## src/rtl/ctrl_pipe_dec.sv

```systemverilog
// Main control decoder with registered ID/EX, EX/MEM and MEM/WB control stages
// and a multi-cycle sequencer that holds mult/div in EX for MDU_CYCLES cycles.
module ctrl_pipe_dec #(
    parameter int ALUOP_W    = 3,
    parameter int MDU_CYCLES = 4,
    parameter int MDU_CNT_W  = 3
) (
    input  logic               clk,
    input  logic               reset,
    input  logic [5:0]         op,
    input  logic [5:0]         funct,
    input  logic               stall,
    input  logic               flush,
    output logic               id_jmp,
    output logic               id_illegal,
    output logic               ex_alusrc,
    output logic [1:0]         ex_regds,
    output logic [ALUOP_W-1:0] ex_aluop,
    output logic               ex_brnch,
    output logic               ex_brnchne,
    output logic               ex_mdu,
    output logic               mem_memwr,
    output logic               wb_regwr,
    output logic [1:0]         wb_memreg,
    output logic               mdu_busy,
    output logic               mdu_stall
);

    localparam logic [5:0] OP_RTYPE = 6'b000000;
    localparam logic [5:0] OP_J     = 6'b000010;
    localparam logic [5:0] OP_JAL   = 6'b000011;
    localparam logic [5:0] OP_BEQ   = 6'b000100;
    localparam logic [5:0] OP_BNE   = 6'b000101;
    localparam logic [5:0] OP_ADDI  = 6'b001000;
    localparam logic [5:0] OP_SLTI  = 6'b001010;
    localparam logic [5:0] OP_ANDI  = 6'b001100;
    localparam logic [5:0] OP_ORI   = 6'b001101;
    localparam logic [5:0] OP_XORI  = 6'b001110;
    localparam logic [5:0] OP_LUI   = 6'b001111;
    localparam logic [5:0] OP_LW    = 6'b100011;
    localparam logic [5:0] OP_SW    = 6'b101011;
    localparam logic [5:0] FN_MULT  = 6'b011000;
    localparam logic [5:0] FN_DIV   = 6'b011010;

    localparam logic [MDU_CNT_W-1:0] CNT_LOAD = MDU_CNT_W'(MDU_CYCLES - 1);
    localparam logic [MDU_CNT_W-1:0] CNT_ONE  = MDU_CNT_W'(1);
    localparam logic [MDU_CNT_W-1:0] CNT_TWO  = MDU_CNT_W'(2);

    typedef struct packed {
        logic               regwr;
        logic [1:0]         regds;
        logic [1:0]         memreg;
        logic               memwr;
        logic               alusrc;
        logic [ALUOP_W-1:0] aluop;
        logic               brnch;
        logic               brnchne;
        logic               mdu;
    } ctrl_t;

    typedef enum logic [1:0] {
        S_IDLE = 2'd0,
        S_BUSY = 2'd1,
        S_DONE = 2'd2
    } mdu_state_t;

    ctrl_t                dec_next;
    ctrl_t                idex_reg;
    logic                 exmem_memwr_reg;
    logic                 exmem_regwr_reg;
    logic [1:0]           exmem_memreg_reg;
    logic                 memwb_regwr_reg;
    logic [1:0]           memwb_memreg_reg;
    mdu_state_t           mdu_state_reg;
    logic [MDU_CNT_W-1:0] mdu_cnt_reg;
    logic                 stall_all;

    // An illegal opcode leaves the word all-zero so it travels as a bubble.
    always_comb begin
        dec_next   = '0;
        id_jmp     = 1'b0;
        id_illegal = 1'b0;
        case (op)
            OP_RTYPE: begin
                dec_next.regwr = 1'b1;
                dec_next.regds = 2'd1;
                dec_next.aluop = ALUOP_W'(7);
                dec_next.mdu   = (funct == FN_MULT) || (funct == FN_DIV);
            end
            OP_J:   id_jmp = 1'b1;
            OP_JAL: begin
                dec_next.regwr  = 1'b1;
                dec_next.regds  = 2'd2;
                dec_next.memreg = 2'd2;
                id_jmp          = 1'b1;
            end
            OP_BEQ: begin
                dec_next.brnch = 1'b1;
                dec_next.aluop = ALUOP_W'(1);
            end
            OP_BNE: begin
                dec_next.brnchne = 1'b1;
                dec_next.aluop   = ALUOP_W'(1);
            end
            OP_ADDI, OP_SLTI, OP_ANDI, OP_ORI, OP_XORI, OP_LUI: begin
                dec_next.regwr  = 1'b1;
                dec_next.alusrc = 1'b1;
                case (op)
                    OP_SLTI: dec_next.aluop = ALUOP_W'(3);
                    OP_ANDI: dec_next.aluop = ALUOP_W'(4);
                    OP_ORI:  dec_next.aluop = ALUOP_W'(5);
                    OP_XORI: dec_next.aluop = ALUOP_W'(6);
                    OP_LUI:  dec_next.aluop = ALUOP_W'(2);
                    default: dec_next.aluop = ALUOP_W'(0);
                endcase
            end
            OP_LW: begin
                dec_next.regwr  = 1'b1;
                dec_next.alusrc = 1'b1;
                dec_next.memreg = 2'd1;
            end
            OP_SW: begin
                dec_next.memwr  = 1'b1;
                dec_next.alusrc = 1'b1;
            end
            default: id_illegal = 1'b1;
        endcase
    end

    // The sequencer only samples ex_mdu in IDLE, so the DONE cycle lets the
    // finished op leave ID/EX without restarting on it.
    assign mdu_stall = (mdu_state_reg == S_BUSY) ||
                       ((mdu_state_reg == S_IDLE) && idex_reg.mdu);
    assign mdu_busy  = (mdu_state_reg != S_IDLE);
    assign stall_all = stall || mdu_stall;

    always_ff @(posedge clk or posedge reset) begin
        if (reset) begin
            mdu_state_reg <= S_IDLE;
            mdu_cnt_reg   <= '0;
        end else begin
            case (mdu_state_reg)
                S_IDLE: begin
                    if (idex_reg.mdu) begin
                        mdu_cnt_reg   <= CNT_LOAD;
                        mdu_state_reg <= (CNT_LOAD > CNT_ONE) ? S_BUSY : S_DONE;
                    end
                end
                S_BUSY: begin
                    if (mdu_cnt_reg > CNT_ONE) begin
                        mdu_cnt_reg <= mdu_cnt_reg - CNT_ONE;
                    end
                    if (mdu_cnt_reg <= CNT_TWO) begin
                        mdu_state_reg <= S_DONE;
                    end
                end
                S_DONE: begin
                    mdu_state_reg <= S_IDLE;
                    mdu_cnt_reg   <= '0;
                end
                default: begin
                    mdu_state_reg <= S_IDLE;
                    mdu_cnt_reg   <= '0;
                end
            endcase
        end
    end

    always_ff @(posedge clk or posedge reset) begin
        if (reset) begin
            idex_reg         <= '0;
            exmem_memwr_reg  <= 1'b0;
            exmem_regwr_reg  <= 1'b0;
            exmem_memreg_reg <= 2'd0;
            memwb_regwr_reg  <= 1'b0;
            memwb_memreg_reg <= 2'd0;
        end else begin
            if (flush) begin
                idex_reg <= '0;
            end else if (!stall_all) begin
                idex_reg <= dec_next;
            end
            if (stall_all) begin
                exmem_memwr_reg  <= 1'b0;
                exmem_regwr_reg  <= 1'b0;
                exmem_memreg_reg <= 2'd0;
            end else begin
                exmem_memwr_reg  <= idex_reg.memwr;
                exmem_regwr_reg  <= idex_reg.regwr;
                exmem_memreg_reg <= idex_reg.memreg;
            end
            memwb_regwr_reg  <= exmem_regwr_reg;
            memwb_memreg_reg <= exmem_memreg_reg;
        end
    end

    assign ex_alusrc  = idex_reg.alusrc;
    assign ex_regds   = idex_reg.regds;
    assign ex_aluop   = idex_reg.aluop;
    assign ex_brnch   = idex_reg.brnch;
    assign ex_brnchne = idex_reg.brnchne;
    assign ex_mdu     = idex_reg.mdu;
    assign mem_memwr  = exmem_memwr_reg;
    assign wb_regwr   = memwb_regwr_reg;
    assign wb_memreg  = memwb_memreg_reg;

endmodule
```

## config.mk

```make
export PLATFORM = sky130hd
export DESIGN_NAME = ctrl_pipe_dec
export DESIGN_NICKNAME = d
export VERILOG_FILES = /design/src/rtl/ctrl_pipe_dec.sv
export SDC_FILE = /design/constraint.sdc
export NUM_CORES = 1
export LEC_CHECK = 0
export ABC_CLOCK_PERIOD_IN_PS = 2500
export CAP_MARGIN = 40
export CORE_ASPECT_RATIO = 0.9
export CORE_MARGIN = 2
export CORE_UTILIZATION = 51
export DETAILED_ROUTE_END_ITERATION = 8
export PLACE_DENSITY = 0.95
export SYNTH_ARGS = -nofsm -noshare
export SYNTH_HDL_FRONTEND = slang
export SYNTH_SLANG_ARGS = --single-unit
export TNS_END_PERCENT = 30
```

## constraint.sdc

```tcl
create_clock -name clk -period 2.5 [get_ports clk]
set_clock_uncertainty 0.05 [all_clocks]
set_input_delay 0.5 -clock clk [delete_from_list [all_inputs] [get_ports clk]]
set_output_delay 0.5 -clock clk [all_outputs]
set_load 0.01 [all_outputs]
```

; Word level (Yosys, flattened, before mapping)
; Cells that the tools add are included.
[word_totals]
ff_bits = 25
word_cells = 76
out_inout_bits = 17
in_bits = 16
[op_classes]
n_reduce_logical = 15
magnitude_cmp = 2
n_eq_ne = 19
addsub = 1
n_mux = 23
[op_table]
columns = cell, n
row1 = "equality test 6 x 4 -> 1 bit, second input constant", 6
row2 = two-way mux 13 bit, 2
row3 = one-hot mux 3 bit (5 select lines), 1
row4 = OR reduction 13 bit, 1
row5 = "equality test 6 x 2 -> 1 bit, second input constant", 2
row6 = "equality test 6 x 3 -> 1 bit, second input constant", 2
row7 = "equality test 6 x 5 -> 1 bit, second input constant", 2
row8 = "equality test 6 bit, second input constant", 2
row9 = one-hot mux 2 bit (2 select lines), 3
row10 = two-way mux 1 bit, 10
row11 = one-hot mux 3 bit (3 select lines), 1
row12 = OR reduction 9 bit, 1
row13 = OR reduction 8 bit, 1
row14 = logical NOT 6 bit, 1
row15 = two-way mux 2 bit, 3
row16 = two-way mux 3 bit, 2
row17 = one-hot mux 3 bit (2 select lines), 1
row18 = OR reduction 6 bit, 1
row19 = "!= test 2 x 1 -> 1 bit, second input constant", 2
row20 = "!= test 2 bit, second input constant", 2
row21 = AND reduction 2 bit, 2
row22 = OR reduction 2 bit, 2
row23 = "greater-than comparator 3 x 1 -> 1 bit, second input constant", 1
row24 = "less-or-equal comparator 3 x 2 -> 1 bit, second input constant", 1
row25 = other kinds (6), 8

; Logic depth before layout (Yosys ltp)
; Gate-level depths: netlist of run 1.
[logic_depth]
ltp_word = 6
depth_mapped = 6
depth_no_buf = 6

; Least setup slack after synthesis of run 1
; OpenSTA, ideal clock, no wires.
[synth_path]
kind = in2out
start = in op[1]
end = out id_jmp
n_path_buf = 1
path_stages = 4
required_time_ns = 1.950
path_slack_ns = 0.769
t_arrival_ns = 1.181
cell_sequence = clkbuf_1 -> nor2b_1 -> nand2_1 -> nor2_1
[synth_via]
elab_chain_cells = 3
word_cells_on_any_way = 4
classes_between = eq/ne (2) / mux (1) / reduce/logical (1)
[synth_rtl]
columns = item, line_no
row1 = from (decl), 10  ; input logic [5:0] op,
row2 = equality test 6 x 2 -> 1 bit, 83  ; case (op)
row3 = OR reduction 2 bit (no line) *, -
row4 = two-way mux 1 bit *, 83
row5 = to (decl), 14  ; output logic id_jmp,
; Every way passes the cells marked *; elsewhere a longest branch is shown, timed or not.

; Worst setup path in the final report of run 1
; Same ends and word-level chain as after synthesis.

==> results_dict.tcl, run 1 <==
set metrics [dict create \
    status "complete, no violations" \
    cts_buffer_depth 2 \
    detail_route.iter0.violations 40 \
    fin_util_pct 70.0 \
    hold_depth 0 \
    worstMarginPinSlew_ns 0.679 \
    seq_area_frac_synth_pct 47.8 \
    worstPathArrival_ns 1.85 \
    crit_slowest_cell "clkdlybuf4s50_1" \
    synth_area_leaders "dfrtp_1 48%, nand2_1 4.8%, a21oi_1 4.4%" \
    ys.flop_type "dfrtp_1" \
    dieArea_um2 2880 \
    clkTransAtPathRegs_ns 0.13 \
    antenna_found_initial 0 \
    gp_congestion 0.878 \
    r2r_end "mdu_cnt_reg[1]" \
    final_common_cell "clkdlybuf4s50_1" \
    rows 17 \
    syn2layout_area_growth_pct 33.9 \
    cts_tree "built" \
    hold_violations 0 \
    post_cts_buffers 0 \
    final.min_clock_period_ns 2.40 \
    cts_hold_buffers 0 \
    clk-insertion-delay-late_ns 0.31 \
    grt_pass1_vias 1064 \
    wl_met1_um 1100 \
    die_h_um 51.1 \
    port_buffers 31 \
    synth_enable_flop_cells 0 \
    rr_startpoint "mdu_cnt_reg[1]" \
    dpl.hpwl_um 2050 \
    num_vias 1126 \
    hold_class "reg -> reg" \
    grt_max_degree 25 \
    htree_levels 1 \
    max_cap_violations 0 \
    drtPass1Iterations 5 \
    wl_met2_um 1350 \
    setup_violations 0 \
    finalSetupTns_ns 0 \
    clock_sinks 24 \
    grt_pass1_wl_um 4280 \
    synth-seq-cells 24 \
    antenna_cells 0 \
    startpoint_type "input pin" \
    slew-limit-headroom_pct 54.3 \
    yosys_warnings 0 \
    synthesis.area_um2 1260 \
    holdPathEnd "wb_memreg[0]" \
    worst-path-max-fanout 3 \
    cellLeakagePower_nw 0.732 \
    slowest_delay_ns 0.54 \
    die_w_um 56.3 \
    maxSlewViolCount 0 \
    worst_path_most_repeated_cell "clkdlybuf4s50_1" \
    wl_per_cell_um 13.1 \
    io_pins 33 \
    final_cell_mix "30 x clkdlybuf4s50_1, 24 x dfrtp_1, 16 x nand2_1" \
    pwr_density_cell_nw_per_um2 507 \
    wl_um 2640 \
    cts_resized 1 \
    yosys.area.top_type "dfrtp_1" \
    gr-total-overflow 0 \
    netlist_instances 139 \
    synth_fp_nets 158 \
    syn_area_per_cell_um2 9.04 \
    cts_buffers 3 \
    cts_root_buf "clkbuf_4" \
    period_share_pct 95.9 \
    via_per_inst 5.57 \
    ant_nets 0 \
    start_util_pct 52.3 \
    wl_met3_um 119 \
    drive_gt1_share_pct 12.6 \
    synth_async_sr_flop_share_pct 100 \
    setup.worst_path.end_class "output port" \
    path_cells "clkdlybuf4s50_1 -> nor2b_2 -> nand2_1 -> nor2_1 -> clkdlybuf4s50_1" \
    yosys.cell_types.count 31 \
    rr_worst_depth 6 \
    synth_top_cell_area_share_pct 47.8 \
    core_area_um2 2400 \
    top_layer "met4" \
    fin_nets 194 \
    track_usage_pct 19.1 \
    rsz0062_at_grt "no" \
    drc 0 \
    cp_data_required_time_ns 1.95 \
    hp-start "exmem_memreg_reg[0]" \
    vdd_drop_max_uv 410 \
    critPathKind "in -> out" \
    fmax_ghz 0.417 \
    r2r_slack_ns 0.64 \
]
-- synthesized netlist by cell type (2+ instances only) --
library cell	n
a211oi_1	2
nand3b_1	3
o21ai_0	7
and2_1	4
nor2_1	13
or4_1	2
nand2b_1	2
dfrtp_1	24
nor4_1	5
mux2i_1	2
or2_2	2
clkbuf_1	7
buf_4	5
ha_1	3
nor3_1	2
nor2b_1	4
nand3_1	4
inv_1	8
a21oi_1	11
o22a_1	2
nand2_1	16
nand4_1	2
-- report_power, final --
part | switching (mW) | internal [mW] | total (mW)
Clock | 0.114 | 0.162 | 0.276
Sequential | 0.0167 | 0.403 | 0.420
Combinational | 0.0767 | 0.0804 | 0.157
Total | 0.207 | 0.645 | 0.852
-- layer usage --
metal,vias up,GRT usage (%)
met5,-,0
met4,0,9.52
met3,12,4.05
met2,39,35.3
met1,535,20.8
li1,540,-
-- cell type report --
class,instances,area (um^2)
clock inverter,1,30.0
clock buffer,3,22.5
fill,181,722
sequential,24,601
inverter,8,30.0
multi-input combinational,95,564
tap,28,35.0
timing repair buffer,43,399
-- kinds of logic after synthesis --
| group | synth area share, % |
|---|---|
| buf+inv | 7.47 |
| simple gates | 24.8 |
| flops | 47.8 |
| mux | 1.59 |
| compound gates | 15.3 |
| fa+ha+maj | 2.99 |
-- how the worst max path moves through the flow --
stage | from | to | slack [ns] | cells past startpoint
final | op[1] | id_jmp | 0.10 | 5
after global routing | op[5] | id_jmp | 0.02 | 5
after CTS | op[1] | id_jmp | 0.04 | 5
after detailed placement | op[3] | id_illegal | 0.007 | 6
after global placement | op[3] | id_illegal | 0.04 | 6
after floorplan | op[1] | id_jmp | 0.77 | 4
-- worst max-delay path, delay by kind of cell --
family,cells,cell delay [ns]
buffers and inverters,2,1.02
AND/OR/NAND/NOR,3,0.34
-- metrics by stage --
step / total power, mW / std cells / area [um^2] / hold slack, ns / setup WS, ns
finish: 0.852 / 202 / 1680 / 0.316 / 0.101
global route: 0.896 / 202 / 1680 / 0.327 / 0.0214
CTS: 0.857 / 202 / 1680 / 0.318 / 0.0444
detailed placement: 0.584 / 198 / 1630 / 0.288 / 0.00709
global placement: 0.574 / 198 / 1630 / 0.282 / 0.0383
floorplan: 0.515 / 139 / 1260 / 0.281 / 0.769
(Power assumes the default switching activity.)
==> run 2: changes to the inputs <==
CAP_MARGIN = default   (was 40)
GPL_TIMING_DRIVEN = 0   (was default)
==> run 2 against run 1 <==
Critical endpoint is now id_illegal. Sequential power about the same. Count of clock-buffer cells in the layout unchanged. Clock power up 3%. Die area unchanged. Critical path type unchanged.
==> results_dict.tcl, run 2 (same netlist as run 1, synthesis figures left out) <==
set metrics [dict create \
    status "complete, no violations" \
    antenna_found_initial 0 \
    hold_class "reg -> reg" \
    syn2layout_area_growth_pct 30.7 \
    htree_levels 1 \
    track_usage_pct 21.9 \
    start_util_pct 52.3 \
    post_cts_buffers 0 \
    critPathKind "in -> out" \
    drc 0 \
    die_h_um 51.1 \
    max_cap_violations 0 \
    fmax_ghz 0.417 \
    clock_sinks 24 \
    hold_violations 0 \
    final_cell_mix "25 x clkdlybuf4s50_1, 24 x dfrtp_1, 16 x nand2_1" \
    grt_pass1_wl_um 4900 \
    worst-path-buf-inv 2 \
    clk-insertion-delay-late_ns 0.32 \
    rsz0062_at_grt "no" \
    rows 17 \
    gp_congestion 0.878 \
    cts_buffer_depth 2 \
    grt_max_degree 25 \
    dieArea_um2 2880 \
    ant_nets 0 \
    cts_root_buf "clkbuf_4" \
    path_delay_family "buffers and inverters" \
    worstPathArrival_ns 1.85 \
    worst-path-max-fanout 11 \
    clkTransAtPathRegs_ns 0.13 \
    maxSlewViolCount 0 \
    fin_util_pct 68.3 \
    wl_per_cell_um 14.6 \
    fin_nets 190 \
    setup.worst_path.end_class "output port" \
    dpl.hpwl_um 2130 \
    pwr_density_cell_nw_per_um2 517 \
    r2r_slack_ns 0.59 \
    port_buffers 30 \
    vdd_drop_max_uv 303 \
    worstMarginPinSlew_ns 0.871 \
    cts_buffers 3 \
    core_area_um2 2400 \
    num_vias 1109 \
    io_pins 33 \
    via_per_inst 5.60 \
    cellLeakagePower_nw 0.713 \
    cp_data_required_time_ns 1.95 \
    detail_route.iter0.violations 35 \
    path_cells "clkdlybuf4s15_1 -> nor2b_2 -> o21ai_0 -> nand3_1 -> clkdlybuf4s50_1" \
    gr-total-overflow 0 \
    die_w_um 56.3 \
    slew-limit-headroom_pct 41.8 \
    antenna_cells 0 \
    crit_slowest_cell "clkdlybuf4s50_1" \
    cts_tree "built" \
    drtPass1Iterations 4 \
    drive_gt1_share_pct 10.6 \
    period_share_pct 96.0 \
    setup_violations 0 \
    grt_pass1_vias 1090 \
    multi_input_area_um2 579 \
    final_common_cell "clkdlybuf4s50_1" \
    fillers 189 \
    seqCellArea_um2 601 \
    startpoint_type "input pin" \
    slowest_delay_ns 0.54 \
    cts_hold_buffers 0 \
    whs_ns 0.314 \
    final.min_clock_period_ns 2.40 \
    wl_um 2890 \
]
-- run 2: cell types whose count changed in the layout (fill, tap and decap cells not counted), sizes merged --
cell           previous run  this run
buf                      12         5
clkbuf                    3         8
clkdlybuf4s50            30        25
clkdlybuf4s15             0         1
dlygate4sd2               1         3
-- run 2: layout make-up --
class	instances	area share, %
flip-flops and latches	24	36.6
repair buffers	30	17.8
plain buffers	9	3.20
well taps	28	2.13
clock inverters	1	1.83
inverters	8	1.83
multi-input cells	95	35.3
clock buffers	3	1.37
-- run 2: through the flow --
stage               instances  setup TNS, ns  setup slack [ns]  instance area, um^2  total power, mW
floorplan                 139              0             0.769                 1260            0.515
global placement          197         -0.535            -0.290                 1590            0.562
detailed placement        197         -0.712            -0.407                 1590            0.573
CTS                       198              0            0.0167                 1640            0.853
global route              198              0            0.0369                 1640            0.889
finish                    198              0             0.101                 1640            0.849
-- run 2: final timing paths --
check | endpoint | startpoint | cells past startpoint
worst max-delay path | id_illegal | op[1] | 5
worst min-delay path | wb_memreg[0] | exmem_memreg_reg[0] | 0
worst max register to register | ex_mdu | mdu_state_reg[0] | 5
worst min register to register | wb_memreg[0] | exmem_memreg_reg[0] | 0
max in group asynchronous | mdu_state_reg[0] | reset | 2
min in group asynchronous | mdu_cnt_reg[2] | reset | 2
-- run 2: timing repair --
item,4_1_cts,5_1_grt
pin swaps,0,0
gates resized for setup,9,4
setup endpoints to repair,2,2
-- run 2: metal layers --
layer  track usage, %  wire [um]  up-vias
li1                 -          -      536
met1             26.4       1250      540
met2             41.0       1510       29
met3             3.04         89        4
met4             6.35         40        0
met5                0          0        -
-- run 2: power breakdown --
group	internal, mW	total [mW]	switching, mW
clock network	0.162	0.283	0.121
logic	0.0680	0.146	0.0783
registers	0.403	0.420	0.0168
